<file path="config.mk">
export PLATFORM = sky130hd
export DESIGN_NAME = mcu_fetch_responder
export DESIGN_NICKNAME = d
export VERILOG_FILES = /design/src/rtl/mcu_fetch_responder.sv
export SDC_FILE = /design/constraint.sdc
export NUM_CORES = 1
export LEC_CHECK = 0
export ABC_CLOCK_PERIOD_IN_PS = 1830
export BUFFER_PORTS_ARGS = -buffer_cell sky130_fd_sc_hd__buf_2
export CORE_AREA = 2 2 74 111
export DETAILED_ROUTE_END_ITERATION = 8
export DIE_AREA = 0 0 76 113
export PLACE_DENSITY_LB_ADDON = 0.08
export SYNTH_ARGS = -nofsm -noshare
export SYNTH_HDL_FRONTEND = slang
export SYNTH_SLANG_ARGS = --single-unit
</file>
<file path="constraint.sdc">
create_clock -name clk -period 1.83 [get_ports clk]
set_input_delay 0.366 -clock clk [delete_from_list [all_inputs] [get_ports clk]]
set_output_delay 0.366 -clock clk [all_outputs]
set_load 0.02 [all_outputs]
</file>
<file path="src/rtl/mcu_fetch_responder.sv">
// Instruction-fetch responder: locks the core counter, issues one memory read, and holds the result until the decoder takes it.
// Optional build macro MCU_FETCH_TIMEOUT_EN adds a WAIT-state timeout that drops into the sticky ERROR state.
module mcu_fetch_responder #(
    parameter int unsigned TIMEOUT_CYC   = 15,
    parameter bit          REDIRECT_PRIO = 1'b1
) (
    input  logic        clk,
    input  logic        n_rst,
    input  logic [31:0] i_address_from_cpu,
    input  logic        i_address_valid,
    output logic [7:0]  o_address_to_cpu,
    output logic        o_cpu_set_enable,
    output logic        o_lock_cpu,
    output logic        o_mem_req,
    output logic [31:0] o_mem_addr,
    input  logic        i_mem_ack,
    input  logic [31:0] i_mem_rdata,
    output logic [31:0] o_instr,
    output logic        o_instr_valid,
    input  logic        i_instr_ready,
    input  logic        i_redirect_valid,
    input  logic [7:0]  i_redirect_addr,
    output logic        o_fetch_error
);

    if (TIMEOUT_CYC < 1 || TIMEOUT_CYC > 15) begin : g_bad_timeout
        $error("TIMEOUT_CYC must lie in 1..15");
    end

    typedef enum logic [2:0] {
        S_IDLE,
        S_ISSUE,
        S_WAIT,
        S_HOLD,
        S_ERROR
    } state_e;

    state_e      state_q, state_d;
    logic [7:0]  addr_q, addr_d;
    logic [31:0] instr_q, instr_d;
    logic        valid_q, valid_d;
    logic        lock_q, lock_d;
    logic        set_en_q, set_en_d;
    logic [7:0]  tgt_q, tgt_d;
    logic        pend_q, pend_d;
    logic [7:0]  pend_addr_q, pend_addr_d;
    logic        discard_q, discard_d;
`ifdef MCU_FETCH_TIMEOUT_EN
    localparam logic [3:0] TIMEOUT_LAST = 4'(TIMEOUT_CYC - 1);
    logic [3:0]  cnt_q, cnt_d;
`endif

    // NOTE: sequential state uses non-blocking assignments so every register samples pre-edge values.
    always_ff @(posedge clk or negedge n_rst) begin
        if (!n_rst) begin
            state_q     <= S_IDLE;
            addr_q      <= '0;
            instr_q     <= '0;
            valid_q     <= 1'b0;
            lock_q      <= 1'b0;
            set_en_q    <= 1'b0;
            tgt_q       <= '0;
            pend_q      <= 1'b0;
            pend_addr_q <= '0;
            discard_q   <= 1'b0;
`ifdef MCU_FETCH_TIMEOUT_EN
            cnt_q       <= '0;
`endif
        end else begin
            state_q     <= state_d;
            addr_q      <= addr_d;
            instr_q     <= instr_d;
            valid_q     <= valid_d;
            lock_q      <= lock_d;
            set_en_q    <= set_en_d;
            tgt_q       <= tgt_d;
            pend_q      <= pend_d;
            pend_addr_q <= pend_addr_d;
            discard_q   <= discard_d;
`ifdef MCU_FETCH_TIMEOUT_EN
            cnt_q       <= cnt_d;
`endif
        end
    end

    // NOTE: every _d gets a default before the case so no path leaves a latch behind.
    always_comb begin
        state_d     = state_q;
        addr_d      = addr_q;
        instr_d     = instr_q;
        valid_d     = valid_q;
        lock_d      = lock_q;
        set_en_d    = 1'b0;
        tgt_d       = tgt_q;
        pend_d      = pend_q;
        pend_addr_d = pend_addr_q;
        discard_d   = discard_q;
`ifdef MCU_FETCH_TIMEOUT_EN
        cnt_d       = cnt_q;
`endif
        unique case (state_q)
            S_IDLE: begin
                if (i_redirect_valid || pend_q) begin
                    set_en_d = 1'b1;
                    tgt_d    = i_redirect_valid ? i_redirect_addr : pend_addr_q;
                    pend_d   = 1'b0;
                end else if (i_address_valid) begin
                    addr_d  = i_address_from_cpu[7:0];
                    lock_d  = 1'b1;
                    state_d = (|i_address_from_cpu[31:8]) ? S_ERROR : S_ISSUE;
                end
            end
            S_ISSUE, S_WAIT: begin
                if (i_redirect_valid) begin
                    if (REDIRECT_PRIO) begin
                        set_en_d  = 1'b1;
                        tgt_d     = i_redirect_addr;
                        discard_d = 1'b1;
                    end else begin
                        pend_d      = 1'b1;
                        pend_addr_d = i_redirect_addr;
                    end
                end
                // An ack in ISSUE is stray and ignored; discard_d covers a redirect arriving with the ack.
                if (state_q == S_ISSUE) begin
                    state_d = S_WAIT;
`ifdef MCU_FETCH_TIMEOUT_EN
                    cnt_d   = '0;
`endif
                end else if (i_mem_ack) begin
                    if (discard_d) begin
                        state_d   = S_IDLE;
                        lock_d    = 1'b0;
                        discard_d = 1'b0;
                    end else begin
                        instr_d = i_mem_rdata;
                        valid_d = 1'b1;
                        state_d = S_HOLD;
                    end
                end
`ifdef MCU_FETCH_TIMEOUT_EN
                else if (cnt_q == TIMEOUT_LAST) begin
                    state_d   = S_ERROR;
                    discard_d = 1'b0;
                end else begin
                    cnt_d = cnt_q + 4'd1;
                end
`endif
            end
            S_HOLD: begin
                if (i_instr_ready || (i_redirect_valid && REDIRECT_PRIO)) begin
                    valid_d = 1'b0;
                    lock_d  = 1'b0;
                    state_d = S_IDLE;
                    pend_d  = 1'b0;
                    if (i_redirect_valid || pend_q) begin
                        set_en_d = 1'b1;
                        tgt_d    = i_redirect_valid ? i_redirect_addr : pend_addr_q;
                    end
                end else if (i_redirect_valid) begin
                    pend_d      = 1'b1;
                    pend_addr_d = i_redirect_addr;
                end
            end
            S_ERROR: lock_d = 1'b1;
            default: state_d = S_IDLE;
        endcase
    end

    assign o_address_to_cpu = tgt_q;
    assign o_cpu_set_enable = set_en_q;
    assign o_lock_cpu       = lock_q;
    assign o_mem_req        = (state_q == S_ISSUE);
    assign o_mem_addr       = {22'b0, addr_q, 2'b00};
    assign o_instr          = instr_q;
    assign o_instr_valid    = valid_q;
    assign o_fetch_error    = (state_q == S_ERROR);

endmodule

</file>
==> out/results.ini, run 1 <==
[yosys]
seq_area_frac_synth_pct=54.3
synth_mux_area_share_pct=25.1
synth.distinct_cells=35
syn_inst=214
synth_compound_area_share_pct=3.61
synth_top_family_by_area=multiplexers
synthSimpleGateAreaFrac_pct=7.00
synthAdderAreaFrac_pct=0
synthXorXnorAreaFrac_pct=0.297
syn-mean-instance-area_um2=13.8
synth_warnings=0
synth_seq_cells=64
synth_area_mm2=0.00295

[clock_network]
post_cts_buffers=0
clockRootBuffer=clkbuf_16
clock_latency_ps=320
numCtsBuffers=9
cts.clk_slew.worst_paths_ps=50
cts_tree=built
cts.sinks=64
cts.path.max_buffers=2
htreeDepth=3

[cells_and_area]
final_cells=456
seq_area_mm2=0.00160
area_growth_syn_to_layout_pct=34.5
insertedDiodeCount=0
multi_input_area_mm2=0.00115
final_util_pct=52.4
fin_nets=427
fillers=699
fin_area_mm2=0.00396
drive_gt1_share_pct=61.9

[critical_path]
ff2ff_setup_slack_ps=210
cpMaxStageDelayCell=dfrtp_1
worstPathMaxFanout=7
path_class=reg2out
cp_cell_sequence=buf_4 -> nor3_1 -> buf_2
cp.required_ps=1460
max_stage_delay_ps=450
crit_path_end_kind=output pin
cp-start-kind=flop
crit_arrival_ps=1300

[power]
pwr-share-seq_pct=39.6
p_int_w=0.00325
combPwrFrac_pct=23.9
ir_drop_mv=0.569
sw_frac_of_total_pct=29.0
leakage_nw=2.19
clkPwrFrac_pct=36.6
p_switching_w=0.00133
power_w=0.00457
p_per_area_mw_per_mm2=1150

[sta]
min_period_ps=1670
rsz0062_at_grt=no
fin_crit_sh_pct=91.2
max_freq_mhz=599
fin_tns_setup_ps=0
finalMaxSlewViolations=0
hold_viol=0
fin_skew_ps=8.45
setup_viol=0

[route]
ant_nets=0
drt-initial-drc-count=57
first_pass_iters=4
route.detailed.wl_per_inst_um=13.0
drc=0
dr_total_vias=2005
routed_via_density=4.40
routed_wl_um=5930

[floorplanning]
core-area_mm2=0.00756
fp.dieW_um=76
dieArea_mm2=0.00859
start_util_pct=39.0
die_y_um=113
num_io_pins=155
fp-row-count=39

[global_route]
grt_max_degree=65
grt_pass1_vias=2032
gr-total-overflow=0
grt_pass1_wl_um=9700
antenna_found_initial=0
grt_util_all_layers_pct=14.3

[placed_design]
placed_area_mm2=0.00366
dp_hpwl_um=4540
gp_congestion=0.819
io_buffers=130
dpl.cell_count=440

[status]
outcome=complete, no violations

[min_path]
hold_path.class=in2async

[run]
maxCapViolCount=0

-- cell usage after synthesis --
cell,instances,share of area [%]
conb_1,1,0.13
nand3_1,1,0.17
and2b_2,1,0.30
o221a_2,1,0.38
nor3b_1,1,0.25
clkbuf_1,9,1.1
nor2b_1,1,0.21
inv_1,4,0.51
nand4_4,1,0.72
o221ai_1,1,0.30
nand2_1,6,0.76
buf_6,4,1.5
nor2_1,9,1.1
a21o_1,1,0.25
o21ai_0,2,0.34
xnor2_1,1,0.30
buf_4,25,6.4
and2_1,1,0.21
o21a_1,1,0.25
and3_1,1,0.21
a21oi_1,3,0.51
dfrtp_1,64,54
nand4_1,1,0.21
o21ai_1,1,0.17
nor4_1,6,1.3
nor3_1,3,0.51
mux2_4,29,15
nor2_2,2,0.42
mux2_2,27,10
nor2_4,1,0.38
a21oi_4,1,0.55
a21boi_0,1,0.25
or3_1,1,0.21
o21ai_2,1,0.30
a32oi_1,1,0.30
-- power groups by stage --
stage               Sequential, W  Clock [W]  Combinational (W)
floorplan                 0.00214          0           0.000395
global placement          0.00183          0            0.00109
detailed placement        0.00183          0            0.00111
CTS                       0.00181    0.00171            0.00110
global route              0.00185    0.00179            0.00117
finish                    0.00181    0.00167            0.00109
-- stage by stage --
step / worst slack [ps] / hold WS [ps]
after floorplan: 186 / 70.4
after global placement: 220 / 365
final: 160 / 41.5
after global routing: 26.9 / 82.8
after detailed placement: 200 / 365
after CTS: 82.5 / 73.7
-- cell type report --
cell class,count,share of cell area (%)
tap,102,3.22
clock buffer,11,6.12
clock inverter,5,1.42
timing repair buffer,139,19.4
multi-input combinational,131,29.0
inverter,4,0.379
sequential,64,40.4
-- worst max-delay path, delay by kind of cell, from the launching register on --
kind,cells,cell delay (ps)
buf+inv,2,380
simple gates,1,160
flops,1,450
-- path summary, 6_finish.rpt --
kind,startpoint,end,cells past startpoint
worst min-delay path,n_rst,discard_q$_DFFE_PN0P_,2
worst max-delay path,state_q[1]$_DFFE_PN0P_,o_mem_req,3
min in group clk,i_mem_rdata[20],o_instr[20]$_DFFE_PN0P_,2
worst min register to register,pend_addr_q[7]$_DFFE_PN0P_,pend_addr_q[7]$_DFFE_PN0P_,0
worst max register to register,state_q[1]$_DFFE_PN0P_,o_address_to_cpu[5]$_DFFE_PN0P_,5
max in group asynchronous,n_rst,o_address_to_cpu[6]$_DFFE_PN0P_,2
-- placed cells by master, fill, tap and decap left out, types with 5 or more instances in the layout --
cell type / n
buf_2: 130
dfrtp_1: 63
mux2_4: 29
mux2_2: 27
conb_1: 24
nor2_1: 9
clkbuf_16: 9
nand2_1: 6
nor4_1: 6
buf_4: 5
-- routing by layer --
layer	share of wire (%)	track usage (%)	up-vias
li1	-	-	955
met2	53	24.2	73
met5	0	0	-
met1	40	17.1	971
met4	1.4	5.82	0
met3	5.9	4.15	6
-- sequential cells by signal, summed over array words and instances (netlist names) --
register	flops
state_q	3
o_cpu_set_enable	1
o_instr_valid	1
addr_q	8
o_address_to_cpu	8
pend_q	1
o_lock_cpu	1
discard_q	1
o_instr	32
pend_addr_q	8
-- repair_timing --
item | CTS | global route
hold buffers | 0 | 0
resized for setup | 0 | 1
endpoints found under the hold margin | 0 | 0
setup endpoints to repair | 0 | 1
-- cell families after synthesis --
family | count (synthesis)
buffers and inverters | 42
AND/OR/NAND/NOR | 36
other | 1
AO/OA/AOI/OAI | 14
flip-flops | 64
multiplexers | 56
XOR/XNOR | 1
No activity file was read; power rests on OpenSTA's default activity.
==> inputs of run 2 (changes only) <==
--- a/config.mk
+++ b/config.mk
@@ -10,7 +10,7 @@
 export CORE_AREA = 2 2 74 111
 export DETAILED_ROUTE_END_ITERATION = 8
 export DIE_AREA = 0 0 76 113
-export PLACE_DENSITY_LB_ADDON = 0.08
+export PLACE_DENSITY = 0.69
 export SYNTH_ARGS = -nofsm -noshare
 export SYNTH_HDL_FRONTEND = slang
 export SYNTH_SLANG_ARGS = --single-unit
==> run 2 against run 1 <==
Critical endpoint unchanged. Highest routed layer unchanged. Register-to-register slack worse by 20 ps. Combinational power about the same. Core utilization down 0.30 points. Critical path depth unchanged. Critical path type unchanged. Largest cell class unchanged. Clock power up 4%.
==> out/results.ini, run 2 (synthesis gave the netlist of run 1 again) <==
[status]
outcome=complete, no violations

[cells_and_area]
final_common_cell=buf_2
seq_area_mm2=0.00160  ; unchanged
multi_input_area_mm2=0.00115  ; unchanged
fillers=677  ; -3.1%
fin_area_mm2=0.00394  ; -0.57%
insertedDiodeCount=0  ; unchanged
fin_nets=426  ; -0.23%
final_cell_mix=buf_2, dfrtp_1, mux2_4, mux2_2, conb_1
area_growth_syn_to_layout_pct=33.7
largest_reg_flops=32  ; unchanged
drive_gt1_share_pct=61.8  ; about the same

[sta]
min_period_ps=1700  ; +30.8 ps
fin_skew_ps=4.58  ; -3.87 ps
fin_crit_sh_pct=92.9  ; +1.7 points
rsz0062_at_grt=no
max_freq_mhz=588  ; -1.8%
hold_viol=0  ; unchanged
setup_viol=0  ; unchanged
setup_ws_ps=130  ; -30.8 ps
finalMaxSlewViolations=0  ; unchanged
fin_tns_setup_ps=0  ; unchanged

[power]
p_per_area_mw_per_mm2=1180  ; +2.0%
power_w=0.00464  ; +1.4%
leakage_nw=2.18  ; -0.36%
ir_drop_mv=0.591  ; +3.9%

[route]
dr_total_vias=2012  ; +0.35%
first_pass_iters=6  ; +2
route.detailed.wl_per_inst_um=12.5  ; -3.7%
drt-initial-drc-count=60  ; +5.3%
drc=0  ; unchanged
routed_wl_um=5680  ; -4.3%
ant_nets=0  ; unchanged
routed_via_density=4.44  ; +1.0%

[clock_network]
htreeDepth=3  ; unchanged
cts.path.max_buffers=2  ; unchanged
clockRootBuffer=clkbuf_16
cts.sinks=64  ; unchanged
numCtsBuffers=9  ; unchanged
cts_tree=built
cts_resized=0  ; unchanged
clock_latency_ps=310  ; about the same
post_cts_buffers=0  ; unchanged
cts.clk_slew.worst_paths_ps=50  ; about the same
hold_buffers=0  ; unchanged

[floorplanning]
fp.dieW_um=76  ; unchanged
die_y_um=113  ; unchanged
num_io_pins=155  ; unchanged
dieArea_mm2=0.00859  ; unchanged
core-area_mm2=0.00756  ; unchanged
fp-row-count=39  ; unchanged
start_util_pct=39.0  ; unchanged

[global_route]
gr-total-overflow=0  ; unchanged
antenna_found_initial=0  ; unchanged
grt_util_all_layers_pct=13.7  ; -0.56 points
grt_max_degree=65  ; unchanged
grt_pass1_wl_um=9430  ; -2.8%
grt_pass1_vias=2012  ; -0.98%

[critical_path]
max_stage_delay_ps=450  ; about the same
cp_cell_sequence=buf_4 -> nor3_1 -> buf_2
worstPathMaxFanout=7  ; unchanged
path_class=reg2out
crit_path_end_kind=output pin
crit_arrival_ps=1330  ; +30 ps
cp.required_ps=1460  ; about the same
cpMaxStageDelayCell=dfrtp_1
cp-start-kind=flop

[placed_design]
io_buffers=130  ; unchanged
gp_congestion=0.804  ; -1.8%
placed_area_mm2=0.00363  ; -0.89%
dp_hpwl_um=4400  ; -3.0%
dp_slack_ps=146  ; -54.2 ps

[min_path]
hold_path.class=in2async

[run]
maxCapViolCount=0  ; unchanged

==> run 2: cell type report <==
cell class	count	share of cell area (%)
Multi-Input combinational cell	131	29.2
Inverter	4	0.381
Clock buffer	10	6.06
Timing Repair Buffer	138	18.7
Tap cell	102	3.24
Sequential cell	64	40.7
Clock inverter	4	1.78
==> run 2: final timing paths <==
path / from / endpoint / slack [ps] / cells after the start
worst max register to register: state_q[0]$_DFFE_PN0P_ / o_instr[21]$_DFFE_PN0P_ / 190 / 4
max in group asynchronous: n_rst / addr_q[1]$_DFFE_PN0P_ / 1500 / 2
worst min-delay path: n_rst / pend_q$_DFFE_PN0P_ / 50 / 2
worst max-delay path: state_q[1]$_DFFE_PN0P_ / o_mem_req / 130 / 3
worst min register to register: pend_addr_q[1]$_DFFE_PN0P_ / pend_addr_q[1]$_DFFE_PN0P_ / 370 / 0
min in group clk: i_mem_rdata[22] / o_instr[22]$_DFFE_PN0P_ / 280 / 2
==> run 2: metrics by stage <==
step	cells	utilization, %	hold WS, ps
6_report	453	52.1	48.2
4_1_cts	453	52.1	65.7
5_1_grt	453	52.1	80.4
2_1_floorplan	237	-	70.4
3_3_place_gp	439	48.0	361
3_5_place_dp	439	48.0	365
==> run 2: layer usage <==
metal,global-route usage (%),share of wire [%]
met4,7.27,2.3
met2,22.8,51
met3,3.11,6.4
met5,0,0
met1,16.6,41
==> run 2: where the power goes <==
group	internal [W]	total (W)	switching, W	leakage, nW
clock network	0.00121	0.00174	0.000536	0.154
logic	0.000479	0.00108	0.000603	1.19
registers	0.00168	0.00181	0.000135	0.832
total	0.00336	0.00464	0.00127	2.18
==> run 2: worst max-delay path, delay by kind of cell (launching register included) <==
kind | cells | cell delay, ps
buf+inv | 2 | 390
flops | 1 | 450
simple gates | 1 | 180
